`config.mk`:
```
export PLATFORM = sky130hd
export DESIGN_NAME = ram_fill_drain_ctrl
export DESIGN_NICKNAME = d
export VERILOG_FILES = /design/src/rtl/ram_fill_drain_ctrl.sv
export SDC_FILE = /design/constraint.sdc
export NUM_CORES = 1
export LEC_CHECK = 0
export BUFFER_PORTS_ARGS = -buffer_cell sky130_fd_sc_hd__buf_2
export CORE_UTILIZATION = 30
export DETAILED_ROUTE_END_ITERATION = 8
export GPL_ROUTABILITY_DRIVEN = 0
export SLEW_MARGIN = 40
export SYNTH_ARGS = -nofsm -noshare
export SYNTH_HDL_FRONTEND = slang
export SYNTH_SLANG_ARGS = --single-unit
export TNS_END_PERCENT = 5
```
`constraint.sdc`:
```
create_clock -name clk -period 1.9 [get_ports clk]
set_input_delay 0.095 -clock clk [delete_from_list [all_inputs] [get_ports clk]]
set_output_delay 0.095 -clock clk [all_outputs]
set_load 0.03 [all_outputs]
```
`src/rtl/ram_fill_drain_ctrl.sv`:
```
// ram_fill_drain_ctrl
//   Sequencer in front of a single-port RAM with a registered read address.
//   A valid/ready word stream is written to ascending RAM addresses from 0.
//   When the RAM fills, or on flush, the stored burst is read back in order
//   as a valid/ready stream. The RAM's one-cycle read latency is hidden by
//   an address cycle (RD_ADDR) followed by a capture cycle (RD_CAP).
//
//   Optional feature macro: RFD_REPLAY_EN
//     Adds input 'replay'. In IDLE, after a completed burst, a replay pulse
//     drains the same words again. Incoming s_valid wins over replay, and
//     any newly accepted word discards the saved burst length.
//
//   Ports
//     clk, rst               clock; asynchronous active-low reset
//     s_data/s_valid/s_ready input word stream
//     flush                  end the current burst early and start the drain
//     m_data/m_valid/m_ready drained word stream (m_data/m_valid registered)
//     m_last                 marks the final drained word
//     ram_addr/ram_we/ram_wdata/ram_rdata  RAM pins
//     count                  words currently held (0..DEPTH)
//     busy                   high in any drain state
module ram_fill_drain_ctrl #(
  parameter int unsigned DATA_WIDTH = 8,
  parameter int unsigned ADDR_WIDTH = 6
) (
  input  logic                  clk,
  input  logic                  rst,
  input  logic [DATA_WIDTH-1:0] s_data,
  input  logic                  s_valid,
  output logic                  s_ready,
  input  logic                  flush,
  output logic [DATA_WIDTH-1:0] m_data,
  output logic                  m_valid,
  input  logic                  m_ready,
  output logic                  m_last,
  output logic [ADDR_WIDTH-1:0] ram_addr,
  output logic                  ram_we,
  output logic [DATA_WIDTH-1:0] ram_wdata,
  input  logic [DATA_WIDTH-1:0] ram_rdata,
  output logic [ADDR_WIDTH:0]   count,
  output logic                  busy
`ifdef RFD_REPLAY_EN
  ,
  input  logic                  replay
`endif
);

  localparam int unsigned DEPTH = 2 ** ADDR_WIDTH;
  localparam int unsigned CW    = ADDR_WIDTH + 1;

  typedef enum logic [2:0] {
    IDLE    = 3'd0,
    FILL    = 3'd1,
    RD_ADDR = 3'd2,
    RD_CAP  = 3'd3,
    RD_HOLD = 3'd4
  } state_t;

  state_t                state, state_n;
  logic [ADDR_WIDTH-1:0] wr_ptr, wr_ptr_n;
  logic [ADDR_WIDTH-1:0] rd_ptr, rd_ptr_n;
  logic [CW-1:0]         count_q, count_n;
  logic [DATA_WIDTH-1:0] m_data_q, m_data_n;
  logic                  m_valid_q, m_valid_n;
  logic                  m_last_q, m_last_n;
  logic                  fill_phase;
  logic                  accept;
  logic                  last_hit;
  logic                  replay_go;

`ifdef RFD_REPLAY_EN
  logic [CW-1:0]         saved_len, saved_len_n;
  assign replay_go = replay && (saved_len != '0);
`else
  assign replay_go = 1'b0;
`endif

  // Input side is only open while filling; gated by reset so nothing is
  // accepted or written while rst is held low.
  assign fill_phase = (state == IDLE) || (state == FILL);
  assign s_ready    = rst && fill_phase && (count_q < CW'(DEPTH));
  assign accept     = s_valid && s_ready;
  assign ram_we     = accept;
  assign ram_wdata  = s_data;
  assign ram_addr   = fill_phase ? wr_ptr : rd_ptr;
  assign last_hit   = ({1'b0, rd_ptr} == (count_q - CW'(1)));

  assign m_data  = m_data_q;
  assign m_valid = m_valid_q;
  assign m_last  = m_last_q;
  assign count   = count_q;
  assign busy    = (state == RD_ADDR) || (state == RD_CAP) || (state == RD_HOLD);

  // State and datapath registers
  always_ff @(posedge clk or negedge rst) begin
    if (!rst) begin
      state     <= IDLE;
      wr_ptr    <= '0;
      rd_ptr    <= '0;
      count_q   <= '0;
      m_data_q  <= '0;
      m_valid_q <= 1'b0;
      m_last_q  <= 1'b0;
`ifdef RFD_REPLAY_EN
      saved_len <= '0;
`endif
    end else begin
      state     <= state_n;
      wr_ptr    <= wr_ptr_n;
      rd_ptr    <= rd_ptr_n;
      count_q   <= count_n;
      m_data_q  <= m_data_n;
      m_valid_q <= m_valid_n;
      m_last_q  <= m_last_n;
`ifdef RFD_REPLAY_EN
      saved_len <= saved_len_n;
`endif
    end
  end

  // Next-state and datapath update
  always_comb begin
    state_n   = state;
    wr_ptr_n  = wr_ptr;
    rd_ptr_n  = rd_ptr;
    count_n   = count_q;
    m_data_n  = m_data_q;
    m_valid_n = m_valid_q;
    m_last_n  = m_last_q;
`ifdef RFD_REPLAY_EN
    saved_len_n = saved_len;
`endif

    case (state)
      IDLE: begin
        // Flush with an empty buffer is ignored here.
        if (accept) begin
          wr_ptr_n = ADDR_WIDTH'(1);
          count_n  = CW'(1);
          state_n  = FILL;
`ifdef RFD_REPLAY_EN
          saved_len_n = '0;
`endif
        end else if (replay_go) begin
          rd_ptr_n = '0;
`ifdef RFD_REPLAY_EN
          count_n  = saved_len;
`endif
          state_n  = RD_ADDR;
        end
      end

      FILL: begin
        // A word accepted alongside flush is still written and drained.
        if (accept) begin
          wr_ptr_n = wr_ptr + ADDR_WIDTH'(1);
          count_n  = count_q + CW'(1);
          if ((count_q + CW'(1)) == CW'(DEPTH)) begin
            state_n = RD_ADDR;
          end
        end
        if (flush) begin
          state_n = RD_ADDR;
        end
      end

      RD_ADDR: begin
        state_n = RD_CAP;
      end

      RD_CAP: begin
        m_data_n  = ram_rdata;
        m_valid_n = 1'b1;
        m_last_n  = last_hit;
        state_n   = RD_HOLD;
      end

      RD_HOLD: begin
        if (m_valid_q && m_ready) begin
          m_valid_n = 1'b0;
          m_last_n  = 1'b0;
          if (m_last_q) begin
            count_n  = '0;
            wr_ptr_n = '0;
            rd_ptr_n = '0;
            state_n  = IDLE;
`ifdef RFD_REPLAY_EN
            saved_len_n = count_q;
`endif
          end else begin
            rd_ptr_n = rd_ptr + ADDR_WIDTH'(1);
            state_n  = RD_ADDR;
          end
        end
      end

      default: begin
        state_n = IDLE;
      end
    endcase
  end

endmodule

```
# --- Word level (Yosys, flattened, before mapping) ---
# Cells that the tools add are included.
word_totals:
  latchBits: 0
  mem_bits_ro: 0
  ff_bits: 32
  ram_bits: 0
  mem_count: 0
  input_bits: 21
classes:
  magnitude_cmp: 1
  multipliers: 0
  n_bitwise: 0
  muxes: 22
  shifts: 0
  div: 0
  n_reduce_logical: 14
  n_eq_ne: 12
  add_sub_neg: 4
op_table:
  columns: ["op", "count"]
  rows:
  - ["$mux W6", 6]
  - ["$mux W7", 4]
  - ["$pmux W7 S3", 1]
  - ["$pmux W6 S3", 1]
  - ["$mux W3", 5]
  - ["$pmux W3 S5", 1]
  - ["$add A6 B1 Y6 const B", 2]
  - ["$add A7 B1 Y7 const B", 1]
  - ["$eq A6 B7 Y1", 1]
  - ["$eq A7 B7 Y1 const B", 1]
  - ["$lt A7 B7 Y1 const B", 1]
  - ["$sub A7 B1 Y7 const B", 1]
  - ["$eq A3 B2 Y1 const B", 2]
  - ["$ne A2 B2 Y1 const B", 3]
  - ["$reduce_and A5 Y1", 1]
  - ["$logic_and A1 B1 Y1", 4]
  - ["$pmux W1 S2", 2]
  - ["$reduce_and A2 Y1", 2]
  - ["$reduce_and A4 Y1", 1]
  - ["$eq A3 B1 Y1 const B", 1]
  - ["$eq A3 B3 Y1 const B", 1]
  - ["$logic_not A3 Y1", 1]
  - ["$logic_or A1 B1 Y1", 3]
  - ["$ne A3 B2 Y1 const B", 1]
  - ["other kinds (6)", 6]

# --- Depth between registers and ports, before layout ---
logic_depth:
  ltp_word: 8
  depth_mapped: 7

# --- Least setup slack after synthesis ---
# Ideal clock, no wire load.
synth_path:
  path_type: "register to register"
  from: "register count_q[6], in the netlist count[6]"
  to: "register wr_ptr[4]"
  path_stages_with_launch: 6
  setup_ns: 0.095
  path_slack_ns: -0.235
  t_arrival_ns: 2.039
  cell_sequence: "dfrtp_1 > nor4b_4 > a32oi_2 > or3_1 > buf_2 > o31ai_1"
synth_via:
  elab_chain_cells: 5
  word_cells_on_any_way: 6
  cone_classes: "1 x order compare; 2 x eq/ne; 3 x reduce/logical"
synth_lines:
  columns: ["element", "line_no", "text"]
  rows:
  - ["start: declaration", "62", "logic [CW-1:0] count_q, count_n;"]
  - ["start signal: assignment", "111", "count_q <= count_n;"]
  - ["$lt A7 B7 Y1 *", "81", "assign s_ready = rst && fill_phase && (count_q < CW'(DEPTH));"]
  - ["$logic_and A1 B1 Y1 *", "81", null]
  - ["via s_ready", "30", "output logic s_ready,"]
  - ["$logic_and A1 B1 Y1 *", "82", "assign accept = s_valid && s_ready;"]
  - ["$ne A2 B2 Y1 (no line)", null, null]
  - ["$reduce_and A5 Y1 (no line) *", null, null]
  - ["end signal: assignment", "109", "wr_ptr <= wr_ptr_n;"]
  - ["end: declaration", "60", "logic [ADDR_WIDTH-1:0] wr_ptr, wr_ptr_n;"]
# Mark *: on every way through the listed nets, which the timed path passes. The rest lies on a longest branch.
# A chain may end at the register's enable or synchronous reset.

# --- Final worst setup path ---
layout_path:
  from: "register state[1]"
  to: "output ram_addr[0]"
layout_via:
  elab_chain_cells: 3
  word_cells_on_any_way: 4
  cone_classes: "1 x eq/ne; 1 x mux; 2 x reduce/logical"
layout_lines:
  columns: ["element", "line_no", "text"]
  rows:
  - ["start: declaration", "59", "state_t state, state_n;"]
  - ["start signal: assignment", "108", "state <= state_n;"]
  - ["$eq A3 B1 Y1 / $logic_not A3 Y1 (equally long branches)", "80", "assign fill_phase = (state == IDLE) || (state == FILL);"]
  - ["$logic_or A1 B1 Y1 *", "80", null]
  - ["$mux W6 *", "85", "assign ram_addr = fill_phase ? wr_ptr : rd_ptr;"]
  - ["end: declaration", "36", "output logic [ADDR_WIDTH-1:0] ram_addr,"]
# Every way passes the cells marked *; elsewhere a longest branch is shown, timed or not.

==> impl_metrics.csv <==
group,metric,value,unit
placed_design,place_ws,0.0783,ns
routing,wl_met3,247,µm
final_layout,fin_cells,321,
placed_design,place_inst,312,
routing,first_pass_iters,4,
clocking,clk_latency,0.28,ns
critical_path,crit_type,"reg -> out",
synth,syn_area,0.00198,mm²
timing,min_period_over_period,94.8,%
timing,drv_slew,0,
synth,synth.top_cell.area_share,40.4,%
floorplanning,core_area,0.00635,mm²
run,drv_cap,0,
global_route,grt_pass1_wl,8.13,mm
final_layout,layout-drive-gt1-share,34.8,%
critical_path,cp_max_fo,9,
clocking,ctsLongestPathBuffers,2,
synth,yosys.cell_types.count,47,
routing,dr.max_layer_used,"met4",
power_and_ir_drop,p_total,4000,µW
clocking,cts_tree,"done",
timing,maxSlewHeadroom,71.5,%
routing,met2WireLength,2.18,mm
clocking,cts_buffers,5,
routing,vias_per_cell,5.26,
timing,rsz0062_at_grt,"yes",
power_and_ir_drop,power.leakage,0.00110,µW
worst_hold_path,min_path_type,"in -> reg",
critical_path,crit_required,1.80,ns
floorplanning,die_area,0.00694,mm²
synth,syn_area_per_cell,9.73,µm²
synth,syn_inst,204,
timing,hold_ws,0.0402,ns
floorplanning,rows,29,
floorplanning,die_h,83.3,µm
timing,setup_slack,0.0993,ns
timing,finalSetupViolations,0,
placed_design,hpwl,3.59,mm
routing,wirelength,4.90,mm
synth,asyncSetResetFlopFracSynth,100,%
final_layout,syn_to_final_growth,20.2,%
power_and_ir_drop,power_density,1680,mW/mm²
synth,synth_seq_cells,32,
routing,antenna_left,0,
clocking,cts.reportedPaths.clkPinSlew,0.06,ns
synth,syn-num-nets,230,
synth,synth.most_common_cell,"dfrtp_1",
synth,yosysSeqAreaShare,40.4,%
clocking,cts_sinks,32,
critical_path,cp-start-kind,"flip-flop",
global_route,grt_max_degree,33,
timing,fmax,555,MHz
critical_path,cp-end-kind,"primary output",
routing,wl_met1,2.40,mm
synth,synth_edf_count,0,
clocking,cts_root_buf,"clkbuf_8",
synth,yosys_warnings,0,
outcome,status,"complete, no violations",
global_route,grt_pass1_vias,1538,
global_route,grt-ovfl-total,0,
timing,fin_crit,1.80,ns
final_layout,postLayoutCoreUtil,37.6,%
power_and_ir_drop,ir_worst_vdd,0.725,mV
floorplanning,ios,55,
placed_design,numPortBuffers,38,
synth,synth_commonest_cells,"dfrtp_1 (32), mux2_2 (17), o21ai_0 (12)",
timing,skew,0.00736,ns
routing,wl_per_cell,15.2,µm
clocking,h-tree-depth,2,
floorplanning,start_util,31.3,%
synth,synth.largest_area_cell,"dfrtp_1",
floorplanning,die_w,83.3,µm
global_route,grtUsageTotal,15.0,%
timing,worst_pin_slew,0.427,ns
critical_path,cp_data_arrival_time,1.71,ns
routing,drt-initial-drc-count,159,
synth,synth_area_leaders,"dfrtp_1 (40%), mux2_2 (9.6%), o31ai_1 (3.8%)",
final_layout,nNetsFinal,270,
routing,drc,0,
global_route,antenna_found_initial,0,
timing,hold_viol_final,0,
final_layout,antennaDiodeCount,0,
routing,vias,1688,
synth,synth-main-ff-cell,"dfrtp_1",
worst paths after layout:
kind,slack (ns),cells past startpoint,end,start
worst min-delay path,0.04,2,m_data[4]$_DFFE_PN0P_,ram_rdata[4]
worst max-delay path,0.1,5,ram_addr[0],state[1]$_DFFE_PN0P_
min in group asynchronous,0.43,3,rd_ptr[3]$_DFFE_PN0P_,rst
worst min register to register,0.49,1,wr_ptr[5]$_DFFE_PN0P_,wr_ptr[5]$_DFFE_PN0P_
max in group asynchronous,1.14,3,count[6]$_DFFE_PN0P_,rst
worst max register to register,0.15,4,wr_ptr[4]$_DFFE_PN0P_,state[2]$_DFFE_PN0P_
metal layers:
metal / GRT usage, % / up-vias
met5: 0 / -
met3: 3.48 / 5
met1: 21.9 / 813
met2: 21.5 / 57
met4: 5.33 / 0
li1: - / 813
logic make-up (layout without fill, tap and decap cells):
kind of cell / Yosys count / count (layout) / synth area share (%)
compound gates: 49 / 49 / 16.4
xor+xnor: 11 / 11 / 4.85
fa+ha+maj: 5 / 5 / 3.15
buf+inv: 28 / 68 / 7.38
flops: 32 / 32 / 40.4
mux: 18 / 18 / 10.2
simple gates: 61 / 61 / 17.7
critical path: stages, from the launching register on:
cell and delay [ns]:
dfrtp_2 0.44, buf_4 0.18, nor2_1 0.10, buf_4 0.17
mux2_2 0.35, buf_2 0.18
repair_timing:
action,CTS,global route
hold buffers,1,0
hold endpoints to repair,32,0
endpoints found under the setup margin,0,9
buffers inserted,0,1
gates resized for setup,0,2
metrics by stage:
step                cell area [µm²]  TNS, ns
floorplan                      1990   -0.958
global placement               2260        0
detailed placement             2260        0
CTS                            2370        0
global route                   2380  -0.0118
finish                         2380        0
registers in the layout (all words and copies together) (netlist names):
signal / cells
m_valid: 1
rd_ptr: 6
count: 7
m_data: 8
m_last: 1
state: 3
wr_ptr: 6
report_power, final:
part	switching [µW]	internal, µW
registers	244	919
logic	1370	908
clock network	243	322
total	1850	2150
cells in the final DEF, fill, tap and decap left out, drive strengths merged, types with 8 or more instances in the layout:
master,count
nand3,10
dfrtp,32
a21oi,8
nor2,8
buf,55
mux2,17
o21ai,16
nand2,10
o31ai,10
cell type report:
type                       count  area, µm²
inverter                       5       18.8
timing repair buffer          56        328
fill                         648       3970
tap                           77       96.3
sequential                    32        803
multi-input combinational    144       1040
clock buffer                   7       96.3
(Power assumes the default switching activity.)
